File: src/rtl/timer_pkg.sv
// Shared types and BCD limits for the bomb-timer countdown controller.
package timer_pkg;

  typedef enum logic [2:0] {IDLE, RUN, PAUSE, BOOM, DEFUSED} state_e;

  localparam logic [3:0] BCD_MAX_ONE = 4'd9;
  localparam logic [2:0] BCD_MAX_TEN = 3'd5;

  function automatic logic [2:0] clamp_ten(input logic [2:0] v);
    return (v > BCD_MAX_TEN) ? BCD_MAX_TEN : v;
  endfunction

  function automatic logic [3:0] clamp_one(input logic [3:0] v);
    return (v > BCD_MAX_ONE) ? BCD_MAX_ONE : v;
  endfunction

endpackage

File: src/rtl/countdown_scan_controller_pulse_divider.sv
// Enabled prescaler: one-cycle pulse every DIV enabled cycles; clr restarts the count.
module pulse_divider #(
  parameter int DIV = 2
) (
  input  logic clk,
  input  logic rst_n,
  input  logic en,
  input  logic clr,
  output logic pulse
);

  localparam int CW = (DIV > 1) ? $clog2(DIV) : 1;
  localparam logic [CW-1:0] LAST = CW'(DIV - 1);

  logic [CW-1:0] cnt;

  assign pulse = en && (cnt == LAST);

  always_ff @(posedge clk or negedge rst_n) begin
    if (!rst_n)     cnt <= '0;
    else if (clr)   cnt <= '0;
    else if (en)    cnt <= pulse ? '0 : cnt + CW'(1);
  end

endmodule

File: src/rtl/countdown_scan_controller.sv
// Two-digit BCD seconds countdown with game-state FSM, preset load and display scan select.
module countdown_scan_controller
  import timer_pkg::*;
#(
  parameter int TICK_DIV  = 50_000_000,
  parameter int SCAN_DIV  = 50_000,
  parameter int START_TEN = 5,
  parameter int START_ONE = 9
) (
  input  logic       clk,
  input  logic       rst_n,
  input  logic       start,
  input  logic       pause,
  input  logic       defuse,
  input  logic       load,
  input  logic [2:0] loadTen,
  input  logic [3:0] loadOne,
  output logic [2:0] ten,
  output logic [3:0] one,
  output logic       scanSel,
  output logic       bomb,
  output logic       running
);

  state_e     state;
  logic [2:0] pre_ten;
  logic [3:0] pre_one;
  logic [2:0] ld_ten;
  logic [3:0] ld_one;
  logic       sec_tick, scan_pulse, tick_clr, at_zero, last_sec;

  assign ld_ten   = clamp_ten(loadTen);
  assign ld_one   = clamp_one(loadOne);
  assign at_zero  = (ten == 3'd0) && (one == 4'd0);
  assign last_sec = (ten == 3'd0) && (one == 4'd1);
  // Fresh arm from IDLE restarts the second; resume from PAUSE keeps the partial second.
  assign tick_clr = (state == IDLE) && start && !load;

  pulse_divider #(.DIV(TICK_DIV)) u_tick (
    .clk(clk), .rst_n(rst_n), .en(state == RUN), .clr(tick_clr), .pulse(sec_tick)
  );

  pulse_divider #(.DIV(SCAN_DIV)) u_scan (
    .clk(clk), .rst_n(rst_n), .en(1'b1), .clr(1'b0), .pulse(scan_pulse)
  );

  always_ff @(posedge clk or negedge rst_n) begin
    if (!rst_n) begin
      state   <= IDLE;
      ten     <= 3'(START_TEN);
      one     <= 4'(START_ONE);
      pre_ten <= 3'(START_TEN);
      pre_one <= 4'(START_ONE);
      scanSel <= 1'b0;
      bomb    <= 1'b0;
      running <= 1'b0;
    end else begin
      if (scan_pulse) scanSel <= ~scanSel;
      case (state)
        IDLE: begin
          if (load) begin
            pre_ten <= ld_ten;
            pre_one <= ld_one;
            ten     <= ld_ten;
            one     <= ld_one;
          end else if (start) begin
            if (at_zero) begin
              state <= BOOM;
              bomb  <= 1'b1;
            end else begin
              state   <= RUN;
              running <= 1'b1;
            end
          end
        end
        RUN: begin
          if (defuse) begin
            state   <= DEFUSED;
            running <= 1'b0;
          end else if (pause) begin
            state   <= PAUSE;
            running <= 1'b0;
          end else if (sec_tick) begin
            if (one == 4'd0) begin
              one <= BCD_MAX_ONE;
              ten <= ten - 3'd1;
            end else begin
              one <= one - 4'd1;
            end
            // 01 -> 00 explodes on the same edge; 00 is never held in RUN.
            if (last_sec) begin
              state   <= BOOM;
              bomb    <= 1'b1;
              running <= 1'b0;
            end
          end
        end
        PAUSE: begin
          if (defuse) begin
            state <= DEFUSED;
          end else if (start) begin
            state   <= RUN;
            running <= 1'b1;
          end
        end
        BOOM, DEFUSED: begin
          if (start) begin
            state <= IDLE;
            bomb  <= 1'b0;
            ten   <= pre_ten;
            one   <= pre_one;
          end
        end
        default: begin
          state   <= IDLE;
          running <= 1'b0;
          bomb    <= 1'b0;
        end
      endcase
    end
  end

endmodule
File: config.mk
export PLATFORM = sky130hd
export DESIGN_NAME = countdown_scan_controller
export DESIGN_NICKNAME = d
export VERILOG_FILES = /design/src/rtl/timer_pkg.sv /design/src/rtl/countdown_scan_controller_pulse_divider.sv /design/src/rtl/countdown_scan_controller.sv
export SDC_FILE = /design/constraint.sdc
export NUM_CORES = 1
export LEC_CHECK = 0
export ABC_AREA = 1
export BUFFER_PORTS_ARGS = -buffer_cell sky130_fd_sc_hd__clkbuf_2
export CAP_MARGIN = 10
export CORE_UTILIZATION = 34
export CTS_CLUSTER_DIAMETER = 40
export DETAILED_ROUTE_END_ITERATION = 8
export GPL_ROUTABILITY_DRIVEN = 1
export GPL_TIMING_DRIVEN = 0
export HOLD_SLACK_MARGIN = 0.12
export PLACE_DENSITY = 0.61
export SETUP_SLACK_MARGIN = 0.1
export SYNTH_ARGS = -nofsm -noshare
export SYNTH_HDL_FRONTEND = slang
export SYNTH_SLANG_ARGS = --single-unit
export TNS_END_PERCENT = 50
File: constraint.sdc
create_clock -name clk -period 1.85 [get_ports clk]
set_input_delay 0 -clock clk [delete_from_list [all_inputs] [get_ports clk]]
set_output_delay 0 -clock clk [all_outputs]
set_load 0.05 [all_outputs]
Word-level counts from Yosys, hierarchy flattened
Cells that the tools add are included.
{ "classes": {"n_addsub": 4, "magnitude_cmp": 2, "n_eq_ne": 23, "n_mux": 50, "n_bitwise": 3, "n_reduce_logical": 18} }
{ "ops": {"columns": ["cell", "n"], "rows": [
  ["$mux W26", 3],
  ["$mux W3", 16],
  ["$mux W4", 7],
  ["$add A26 B1 Y26 const B", 1],
  ["$eq A26 B26 Y1 const B", 1],
  ["$ne A2 B2 Y1 const B", 13],
  ["$mux W1", 17],
  ["$add A16 B1 Y16 const B", 1],
  ["$eq A16 B16 Y1 const B", 1],
  ["$mux W16", 1],
  ["$pmux W3 S4", 1],
  ["$pmux W4 S3", 1],
  ["$reduce_and A6 Y1", 2],
  ["$pmux W3 S3", 1],
  ["$reduce_and A9 Y1", 1],
  ["$ne A4 B4 Y1 const B", 2],
  ["$pmux W1 S4", 2],
  ["$reduce_and A8 Y1", 1],
  ["$reduce_and A7 Y1", 1],
  ["$eq A3 B2 Y1 const B", 2],
  ["$logic_not A3 Y1", 2],
  ["$logic_and A1 B1 Y1", 5],
  ["$eq A4 B1 Y1 const B", 1],
  ["$gt A4 B4 Y1 const B", 1],
  ["14 further kinds", 16]
]} }
{ "word_totals": {"regBits": 62, "in_bits": 13, "out_inout_bits": 10, "word_cells": 110} }

Logic depth before layout (Yosys ltp)
Gate-level depths: netlist of run 1.
{ "logic_depth": {"word_depth": 7, "depth_mapped": 12, "mapped_depth_nobuf": 12} }

Cells and area by module
A second synthesis of run 1 with hierarchy kept.
{ "hier_totals": {"hier_cells": 610, "area_unflattened_um2": 4264.1} }
{ "modules_own_cells": {"columns": ["mod", "instances", "cells_each", "area_each_um2", "seq_area_each_um2"], "rows": [
  ["pulse_divider (u_tick)", 1, 245, 1687.9, 650.6],
  ["countdown_scan_controller", 1, 215, 1487.7, 510.5],
  ["pulse_divider (u_scan)", 1, 150, 1088.5, 400.4]
]} }

Least setup slack after synthesis of run 1
OpenSTA, ideal clock, no wires.
{ "synth_path": {"kind": "reg-to-reg", "startpoint": "register one[1]", "endpoint": "register ten[1]", "setup_time_ns": 0.118, "t_arrival_ns": 1.722, "required_time_ns": 1.732, "path_slack_ns": 0.010, "path_stages_with_launch": 10, "path_buffers": 0, "period_less_slack_ns": 1.840, "cell_sequence": "dfrtp_1 inv_1 ha_1 nand2_1 nor2_1 nor2_1 a21oi_1 nand3_1 nand2_1 nand2_1"} }
{ "synth_between": {"elab_chain_len": 3} }
{ "synth_rtl": {"columns": ["element", "line", "source"], "rows": [
  ["start, declared", "countdown_scan_controller.sv:19", "output logic [3:0] one,"],
  ["start signal, assigned", "countdown_scan_controller.sv:51", "one <= 4'(START_ONE);"],
  ["start signal, assigned", "countdown_scan_controller.sv:65", "one <= ld_one;"],
  ["start signal, assigned", "countdown_scan_controller.sv:88", "one <= one - 4'd1;"],
  ["$logic_not A4 Y1", "countdown_scan_controller.sv:84", "if (one == 4'd0) begin"],
  ["$ne A2 B2 Y1 (no line)", null, null],
  ["$reduce_and A7 Y1 (no line)", null, null],
  ["end signal, assigned", "countdown_scan_controller.sv:64", "ten <= ld_ten;"],
  ["end signal, assigned", "countdown_scan_controller.sv:86", "ten <= ten - 3'd1;"],
  ["end signal, assigned", "countdown_scan_controller.sv:110", "ten <= pre_ten;"],
  ["end, declared", "countdown_scan_controller.sv:18", "output logic [2:0] ten,"]
]} }
Every way passes these cells.
A chain may end at the register's enable or synchronous reset.

Worst setup path after layout of run 1
{ "layout_path": {"startpoint": "register u_tick.cnt[1]", "endpoint": "register bomb"} }
{ "layout_between": {"elab_chain_len": 4} }
{ "layout_rtl": {"columns": ["element", "line", "source"], "rows": [
  ["start, declared", "countdown_scan_controller_pulse_divider.sv:15", "logic [CW-1:0] cnt;"],
  ["start signal, assigned", "countdown_scan_controller_pulse_divider.sv:22", "else if (en) cnt <= pulse ? '0 : cnt + CW'(1);"],
  ["$eq A26 B26 Y1", "countdown_scan_controller_pulse_divider.sv:17", "assign pulse = en && (cnt == LAST);"],
  ["$logic_and A1 B1 Y1", "countdown_scan_controller_pulse_divider.sv:17", null],
  ["$ne A2 B2 Y1 (no line)", null, null],
  ["$reduce_and A9 Y1 (no line)", null, null],
  ["end signal, assigned", "countdown_scan_controller.sv:55", "bomb <= 1'b0;"],
  ["end signal, assigned", "countdown_scan_controller.sv:69", "bomb <= 1'b1;"],
  ["end signal, assigned", "countdown_scan_controller.sv:93", "bomb <= 1'b1;"],
  ["end, declared", "countdown_scan_controller.sv:21", "output logic bomb,"]
]} }
Every way passes these cells.

==> results of run 1 <==
## stage by stage
| step | hold slack [ps] | setup slack (ps) | setup TNS [ps] | power [mW] |
|---|---|---|---|---|
| floorplan | -296 | 94.6 | 0 | 3.86 |
| global placement | 282 | -131 | -990 | 4.44 |
| detailed placement | 192 | -130 | -1430 | 4.48 |
| CTS | 117 | 68.5 | 0 | 5.98 |
| global route | 196 | -16.4 | -33.6 | 6.88 |
| finish | 161 | 74.3 | 0 | 6.41 |
## repair_timing
action                     in CTS  in global routing
resized for setup              12                 61
hold buffers                   12                  0
gates cloned                    0                  1
pin swaps                       1                 14
setup endpoints to repair      34                 48
buffers inserted                2                 11
hold endpoints to repair       69                  0
## final cells by class
type	instances	area, um2
sequential	62	1570
fill	1112	6050
clock inverter	7	104
timing repair buffer	48	345
multi-input combinational	408	2170
buffer	7	57.6
inverter	67	255
clock buffer	9	124
tap	140	175
## routing by layer
metal | vias to the layer above | wire, um | track usage [%]
met1 | 1684 | 4350 | 23.2
met5 | - | 0 | 0
met4 | 0 | 189 | 7.83
met3 | 15 | 364 | 2.78
li1 | 1874 | - | -
met2 | 88 | 4430 | 26.4
## critical path, delay by kind of cell (launching register included)
kind | cells | cell delay [ps]
fa+ha+maj | 1 | 190
simple gates | 9 | 870
flops | 1 | 440
buf+inv | 1 | 150
## cell usage after synthesis, types with 2 or more instances
cell,count,share of area (%)
sky130_fd_sc_hd__nor3_1,15,2.0
sky130_fd_sc_hd__nor3b_1,2,0.40
sky130_fd_sc_hd__dfstp_2,8,5.6
sky130_fd_sc_hd__nand2_1,155,15
sky130_fd_sc_hd__inv_1,66,6.5
sky130_fd_sc_hd__ha_1,6,2.0
sky130_fd_sc_hd__nand3b_1,3,0.59
sky130_fd_sc_hd__nor4_1,2,0.33
sky130_fd_sc_hd__dfrtp_1,54,36
sky130_fd_sc_hd__o21ai_1,5,0.66
sky130_fd_sc_hd__xor2_1,11,2.5
sky130_fd_sc_hd__nor2_2,3,0.50
sky130_fd_sc_hd__buf_2,3,0.40
sky130_fd_sc_hd__a31oi_1,2,0.33
sky130_fd_sc_hd__nor2_1,80,7.9
sky130_fd_sc_hd__or2_2,2,0.33
sky130_fd_sc_hd__clkbuf_1,2,0.20
sky130_fd_sc_hd__nand4_1,21,3.5
sky130_fd_sc_hd__o21ai_0,18,2.4
sky130_fd_sc_hd__nand3_1,51,6.7
sky130_fd_sc_hd__nor2_4,3,0.89
sky130_fd_sc_hd__and2_1,2,0.33
sky130_fd_sc_hd__a21oi_1,17,2.2
sky130_fd_sc_hd__nand2_2,4,0.66
## state kept, by name, indices dropped and copies added (netlist names)
register,count
one,4
state,3
pre_one,4
scanSel,1
u_scan.cnt,16
pre_ten,3
bomb,1
ten,3
u_tick.cnt,26
running,1
## logic make-up after synthesis
| logic type | count (synthesis) |
|---|---|
| AO/OA/AOI/OAI | 45 |
| XOR/XNOR | 11 |
| adder cells (fa/ha/maj) | 6 |
| buffers and inverters | 74 |
| flip-flops | 62 |
| AND/OR/NAND/NOR | 346 |
## power by group through the flow
stage          logic [mW]  clock network, mW  registers, mW
6_report             3.00               1.39           2.02
5_1_grt              3.33               1.49           2.06
4_1_cts              2.59               1.42           1.97
3_5_place_dp         2.49                  0           2.00
3_3_place_gp         2.46                  0           1.99
2_1_floorplan        1.61                  0           2.24
## path summary, 6_finish.rpt
| check | cells past startpoint | endpoint | start |
|---|---|---|---|
| setup / recovery | 11 | bomb | u_tick.cnt[1] |
| hold / removal | 6 | state[0] | pause |
| setup reg to reg | 11 | bomb | u_tick.cnt[1] |
| hold reg to reg | 2 | pre_one[0] | pre_one[0] |
| max in group asynchronous | 2 | one[1] | rst_n |
| min in group asynchronous | 2 | pre_ten[1] | rst_n |
==> flow_results.org, run 1 <==
** Outcome
- The run finished with clean final reports.

** Yosys
- Post-synthesis sequential area ratio :: roughly two fifths
- In the synthesized netlist, the number of instances is 544.
- After Yosys synthesis, XOR and XNOR cells account for 2.54% of the synthesized area.
- Multiplexer share of the synthesized area :: 0%
- Each instance of the synthesized netlist takes up on average ~7.0 um2.
- Summed instance area of the synthesized netlist :: 0.00379 mm2
- Post-synthesis net count :: 563
- Of the total synthesized cell area, the portion taken by full adders, half adders and majority gates is 1.98%.
- The synthesized design contains 62 register bits.
- Share of the synthesized area in compound gates (AO/OA/AOI/OAI) :: approximately 6.2%
- During synthesis, Yosys emitted a total of 0 warnings.
- Async SR Flop Fraction :: 100%
- After Yosys synthesis, and, or, nand and nor cells account for 40.3% of the synthesized area.
- The netlist uses 33 different library cells.
- For this run, the leading register cell type out of synthesis is sky130_fd_sc_hd__dfrtp_1.
- Main combinational cell family by area after synthesis :: simple AND/OR/NAND/NOR gates
- Number of enable flip-flop cells after synthesis :: 0

** Placed design
- Final HPWL from detailed placement :: between 6 and 7 mm
- The count of buffers added on input and output ports is 22.
- Counting tap cells, the placed design contains a total of just over 700 instances.
- At the end of routability-driven placement, the weighted congestion stood at 0.929.
- Once placement finished, the instance area stood at just over 0.004 mm2.

** Final layout
- The number of antenna diodes in the final layout is 0.
- Layout Cell Area excl Fill :: 0.00479 mm2
- The top cell types in the final layout, fill and taps aside, are 146 x sky130_fd_sc_hd__nand2_1, 69 x sky130_fd_sc_hd__nor2_1, 62 x sky130_fd_sc_hd__inv_1.
- Leaving out fill and tap cells, the most frequent cell in the layout is sky130_fd_sc_hd__nand2_1.
- From synthesis to final layout, the design area changed by 26.6%.
- At the end of the flow, the number of nets in the layout was slightly above 600.
- Non-filler cells, final :: 748
- Measured on the finished design, the core utilization comes to 44.2%.
- The post-route netlist has between 20% and 30% of its cells at a drive strength greater than 1.

** Worst setup path
- The signal on the critical path passes through ha_4 > nand2_2 > nor2_4 > nand2_2 > nor2_4 > nand3_4 > nand2_4 > buf_6 > nand3_1 > nand2_1 > nand2_1.
- Highest-delay cell along the critical path :: sky130_fd_sc_hd__dfrtp_1
- The worst setup path is captured at a register.
- For this run, the slowest stage of the critical path takes 440 ps.
- Internal reg-to-reg setup slack :: 70 ps
- Top fanout value on the critical path :: 10
- CP Data Required Time :: 2090 ps
- The worst setup path is launched from a register.
- Worst EP arrival :: 2010 ps
- Type of the worst setup path :: reg2reg

** Floorplan
- Placement Rows :: 38
- Measured along the x axis, the die boundary spans 108 um.
- Placeable core region :: around 0.011 mm2
- Once the floorplan was initialized, standard cells occupied 34.9% of the core.
- Overall die height :: about 110 um
- The floorplan step defined a die boundary enclosing ~0.012 mm2.
- Number of primary I/O pins :: 23

** Power
- Peak VDD IR :: 782 uV
- Combinational cell fraction of total power :: between 40% and 50%
- Proportion of power drawn by the clock network :: 21.7%
- Power density relative to cell area :: 1340 mW/mm2
- Net switching power :: slightly below 3 mW
- Per report_power, the sequential group accounts for 31.5% of the total.
- Net switching is 45.1% of the power.
- Design internal power :: 3.52 mW
- Static Leakage :: around 2.4 nW

** Global route
- For this run the aggregate overflow at the end of global routing stands at 0.
- Global-route usage over all layers :: 17.0%
- Entering global routing, the biggest net connects 63 pins.
- The initial antenna violation count is 0.
- The number of global-route vias before repair is between 3,000 and 4,000.
- The first global-routing pass estimated about 16 mm of wire.

** Clock network
- CTS tree :: built
- For this design, the sink count on the clock tree is 62.
- Counting the buffers created by CTS gives 9.
- Clock transition at path regs :: approximately 80 ps
- CTS built an H-tree with a depth of 3.
- CTS Root Buffer Type :: sky130_fd_sc_hd__clkbuf_8
- Clock network latency to the later pin of the worst-skew pair :: 350 ps
- The longest clock path from root to sink contains 2 buffers.

** Min path
- The tightest min-delay check is of the in2reg type.

** Flow run
- Max-cap viol count :: 0

** STA
- Static timing analysis puts the maximum clock frequency at 563 MHz.
- Final Hold Vio Count :: 0
- Final-report max-slew violation count :: 0
- Clock period minus worst slack :: between 1500 and 2000 ps
- The final critical path takes up between 90% and 100% of the cycle.
- Final worst clock skew :: 13.5 ps
- Headroom to the max-slew limit came out at 43.4%.
- Actual slew at the worst max-slew pin :: 848 ps
- Setup repair after global routing could not meet its margin everywhere.
- Endpoints failing setup :: 0

** Route
- The first routing iteration left 184 violations.
- Final routed DRC violation total :: 0
- Number of iterations in the first detailed-routing pass :: 5
- Once detail routing completed, the nets flagged for antenna violations numbered 0.
- DRT Wirelength :: 9.33 mm
- Routed via count divided by cell count :: 4.89
- Summing over every cut layer, the via total after detailed routing is 3,661.
- Detail-routed net length per standard cell :: 12.5 um
Note: power is estimated with default switching activity, not from simulation.
==> inputs of run 2 (changes only) <==
--- a/config.mk
+++ b/config.mk
@@ -6,6 +6,7 @@
 export NUM_CORES = 1
 export LEC_CHECK = 0
 export ABC_AREA = 1
+export ABC_CLOCK_PERIOD_IN_PS = 1620
 export BUFFER_PORTS_ARGS = -buffer_cell sky130_fd_sc_hd__clkbuf_2
 export CAP_MARGIN = 10
 export CORE_UTILIZATION = 34
@@ -14,7 +15,7 @@
 export GPL_ROUTABILITY_DRIVEN = 1
 export GPL_TIMING_DRIVEN = 0
 export HOLD_SLACK_MARGIN = 0.12
-export PLACE_DENSITY = 0.61
+export PLACE_DENSITY = 0.62
 export SETUP_SLACK_MARGIN = 0.1
 export SYNTH_ARGS = -nofsm -noshare
 export SYNTH_HDL_FRONTEND = slang
==> constraint.sdc (replaced) <==
create_clock -name clk -period 1.62 [get_ports clk]
set_input_delay 0 -clock clk [delete_from_list [all_inputs] [get_ports clk]]
set_output_delay 0 -clock clk [all_outputs]
set_load 0.05 [all_outputs]
==> flow_results.org, run 2 (same netlist as run 1, synthesis figures left out) <==
** Floorplan
- Number of primary I/O pins :: 23
- Measured along the y axis, the die boundary spans 108 um.
- Die width :: 108 um
- After floorplanning, the core was divided into 38 placement rows.
- Effective utilization at floorplan :: 34.9%
- The floorplan step defined a die boundary enclosing about 0.012 mm2.
- Placeable core region :: ~0.011 mm2

** Final layout
- Area delta synth->final :: 39.7%
- The count of cells in the finished layout, fillers not included, comes to between 700 and 800.
- In the final design database the tool counted ~650 nets.
- The largest registers in the layout are u_tick.cnt x26, u_scan.cnt x16.
- After routing the design area is about 0.0053 mm2.
- The top cell types in the final layout, fill and taps aside, are 131 x sky130_fd_sc_hd__nand2_1, 62 x sky130_fd_sc_hd__nor2_1, 56 x sky130_fd_sc_hd__inv_1.
- The register with the most flip-flops in the layout has 26 of them.
- The repair_antennas step left the layout with diodes totalling 0.
- Once layout is complete, the utilization of the core stands at about half.
- Leading cell type in the layout, fill and taps excluded :: sky130_fd_sc_hd__nand2_1
- Reg with most FFs :: u_tick.cnt
- In the final layout, the share of cells above drive strength 1 is 31.9%.

** Clock network
- Clock transition at path regs :: 80 ps
- H-tree depth :: 3
- CTS Buf Count :: 9
- TritonCTS built the clock tree.
- For the worst-skew pair, the clock arrives at the later sink with an insertion delay of between 300 and 400 ps.
- Sinks on Clock Net :: 62
- CTS Root Buffer Type :: sky130_fd_sc_hd__clkbuf_8
- The clock passes through at most 2 buffers.

** STA
- Final clock period utilization by the worst path :: 106%
- At the pin with the least slew margin, the transition time is 873 ps.
- The final-report max-slew violation count was 0.
- The count of endpoints failing hold in the final timing report was 0.
- Setup violations remaining at the end of the flow were counted as 20.
- On the final layout, the worst clock skew is 14.8 ps.
- Final hold analysis gives a worst-case slack of 304 ps.
- Setup Total Neg Slack :: -975 ps
- Slack of the critical path :: -91.8 ps
- Upper clock frequency limit :: around 580 MHz
- Setup repair after global routing could not meet its margin everywhere.
- In this run the tightest slew margin relative to its limit is 41.8%.
- Counting I/O delays and the setup requirement, the final critical path takes 1710 ps.

** Route
- The final layout contains routed wiring with a total length of 11.1 mm.
- Detail-routed net length per standard cell :: roughly 14 um
- The detailed router finished its first iteration with ~240 violations.
- In the routed layout, each cell is associated on average with a via count of 5.16.
- Before antenna repair, the detailed router went through 5 iterations.
- Routed length on met3 :: between 500 and 600 um
- Highest routing layer actually used :: met4
- In the detailed route, the total length drawn on met2 is 5.58 mm.
- Remaining antenna violation count after routing :: 0
- For this block, wires on met1 add up to roughly 4.7 mm.
- Final routed DRC violation total :: 0
- Total vias in the final route :: roughly 4,000

** Worst setup path
- Worst r2r src :: state[2]
- The worst setup path is of the reg2reg kind.
- Along the worst path, the maximum fanout reaches 10.
- The worst setup path is captured at a register.
- STA puts the critical path data required time at roughly 1900 ps.
- Critical Path Start :: state[2]
- STA classifies the critical path startpoint as a register.
- Worst EP arrival :: 1960 ps

** Global route
- The first global-routing pass estimated 17.5 mm of wire.
- Largest net degree at the start of global routing :: 63
- Antenna violations before repair :: 0
- Number of global-route vias before repair :: about 3,800
- Overflow left after global routing :: 0
- Global-route usage over all layers :: 19.2%

** Min path
- Worst hold path class :: in2async

** Power
- The clock network burns 14.9% of the power.
- The design draws 8.15 mW.
- Internal power comes to 4.38 mW.
- Of the total power, registers draw 28.4%.
- Combinational cell fraction of total power :: between 50% and 60%
- Peak VDD IR :: 1390 uV
- Power density relative to cell area :: 1540 mW/mm2
- Net switching power :: 3.77 mW
- Switching share of power :: a little under half
- Summed over all cells, the static leakage comes to 2.59 nW.

** Outcome
- The checks that failed: setup timing.
- The run finished, with violations left.

** Placed design
- Cell count after placement :: between 700 and 800
- Before CTS, the worst setup slack after placement is -332 ps.
- Weighted congestion at the end of routability-driven global placement :: 0.886
- Cell area after placement :: around 0.0041 mm2
- Input and output buffers added on the ports amount to 22.
- Final HPWL from detailed placement :: ~6.6 mm

** Flow run
- Across the run, the number of max-cap violations was 0.
run 2: power by group through the flow:
stage               Combinational, mW  Sequential, mW  Clock (mW)
CTS                              3.91            2.29        1.23
finish                           4.62            2.32        1.21
global placement                 2.96            2.28           0
detailed placement               3.02            2.30           0
floorplan                        1.99            2.57           0
global route                     5.00            2.36        1.31
run 2: final cells by class:
class	instances	area [um2]
Clock inverter	6	38.8
Fill cell	1045	5550
Buffer	7	83.8
Sequential cell	62	1570
Multi-Input combinational cell	409	2450
Clock buffer	10	128
Inverter	67	267
Tap cell	140	175
Timing Repair Buffer	72	578
run 2: path summary, 6_finish.rpt:
kind / endpoint / slack, ps / depth (start not counted)
worst max register to register: u_tick.cnt[25] / -90 / 10
worst max-delay path: u_tick.cnt[25] / -90 / 10
max in group asynchronous: state[1] / 670 / 2
min in group clk: pre_ten[2] / 470 / 4
worst min-delay path: u_tick.cnt[2] / 300 / 2
worst min register to register: scanSel / 470 / 1
run 2: metal layers:
layer  vias up  GRT usage [%]
met5         -              0
met3        30           2.48
met4         0           8.02
li1       1920              -
met1      1920           25.1
met2       122           32.0
run 2: what timing repair did:
| action | CTS | global route |
|---|---|---|
| resized for setup | 92 | 60 |
| pin swaps | 34 | 30 |
| setup buffers | 18 | 16 |
| hold endpoints to repair | 70 | 0 |
| hold buffers | 13 | 0 |
| gates cloned | 4 | 1 |
| endpoints found under the setup margin | 53 | 52 |
run 2: critical path, cell delays in order (launching register included):
cell,delay [ps]
sky130_fd_sc_hd__dfrtp_2,470
sky130_fd_sc_hd__nor2_4,180
sky130_fd_sc_hd__nand2_2,100
sky130_fd_sc_hd__nor2_4,150
sky130_fd_sc_hd__nand2_4,110
sky130_fd_sc_hd__nand2_8,120
sky130_fd_sc_hd__buf_6,110
sky130_fd_sc_hd__buf_8,120
sky130_fd_sc_hd__o21ai_0,90
sky130_fd_sc_hd__nand2_1,90
sky130_fd_sc_hd__inv_1,40
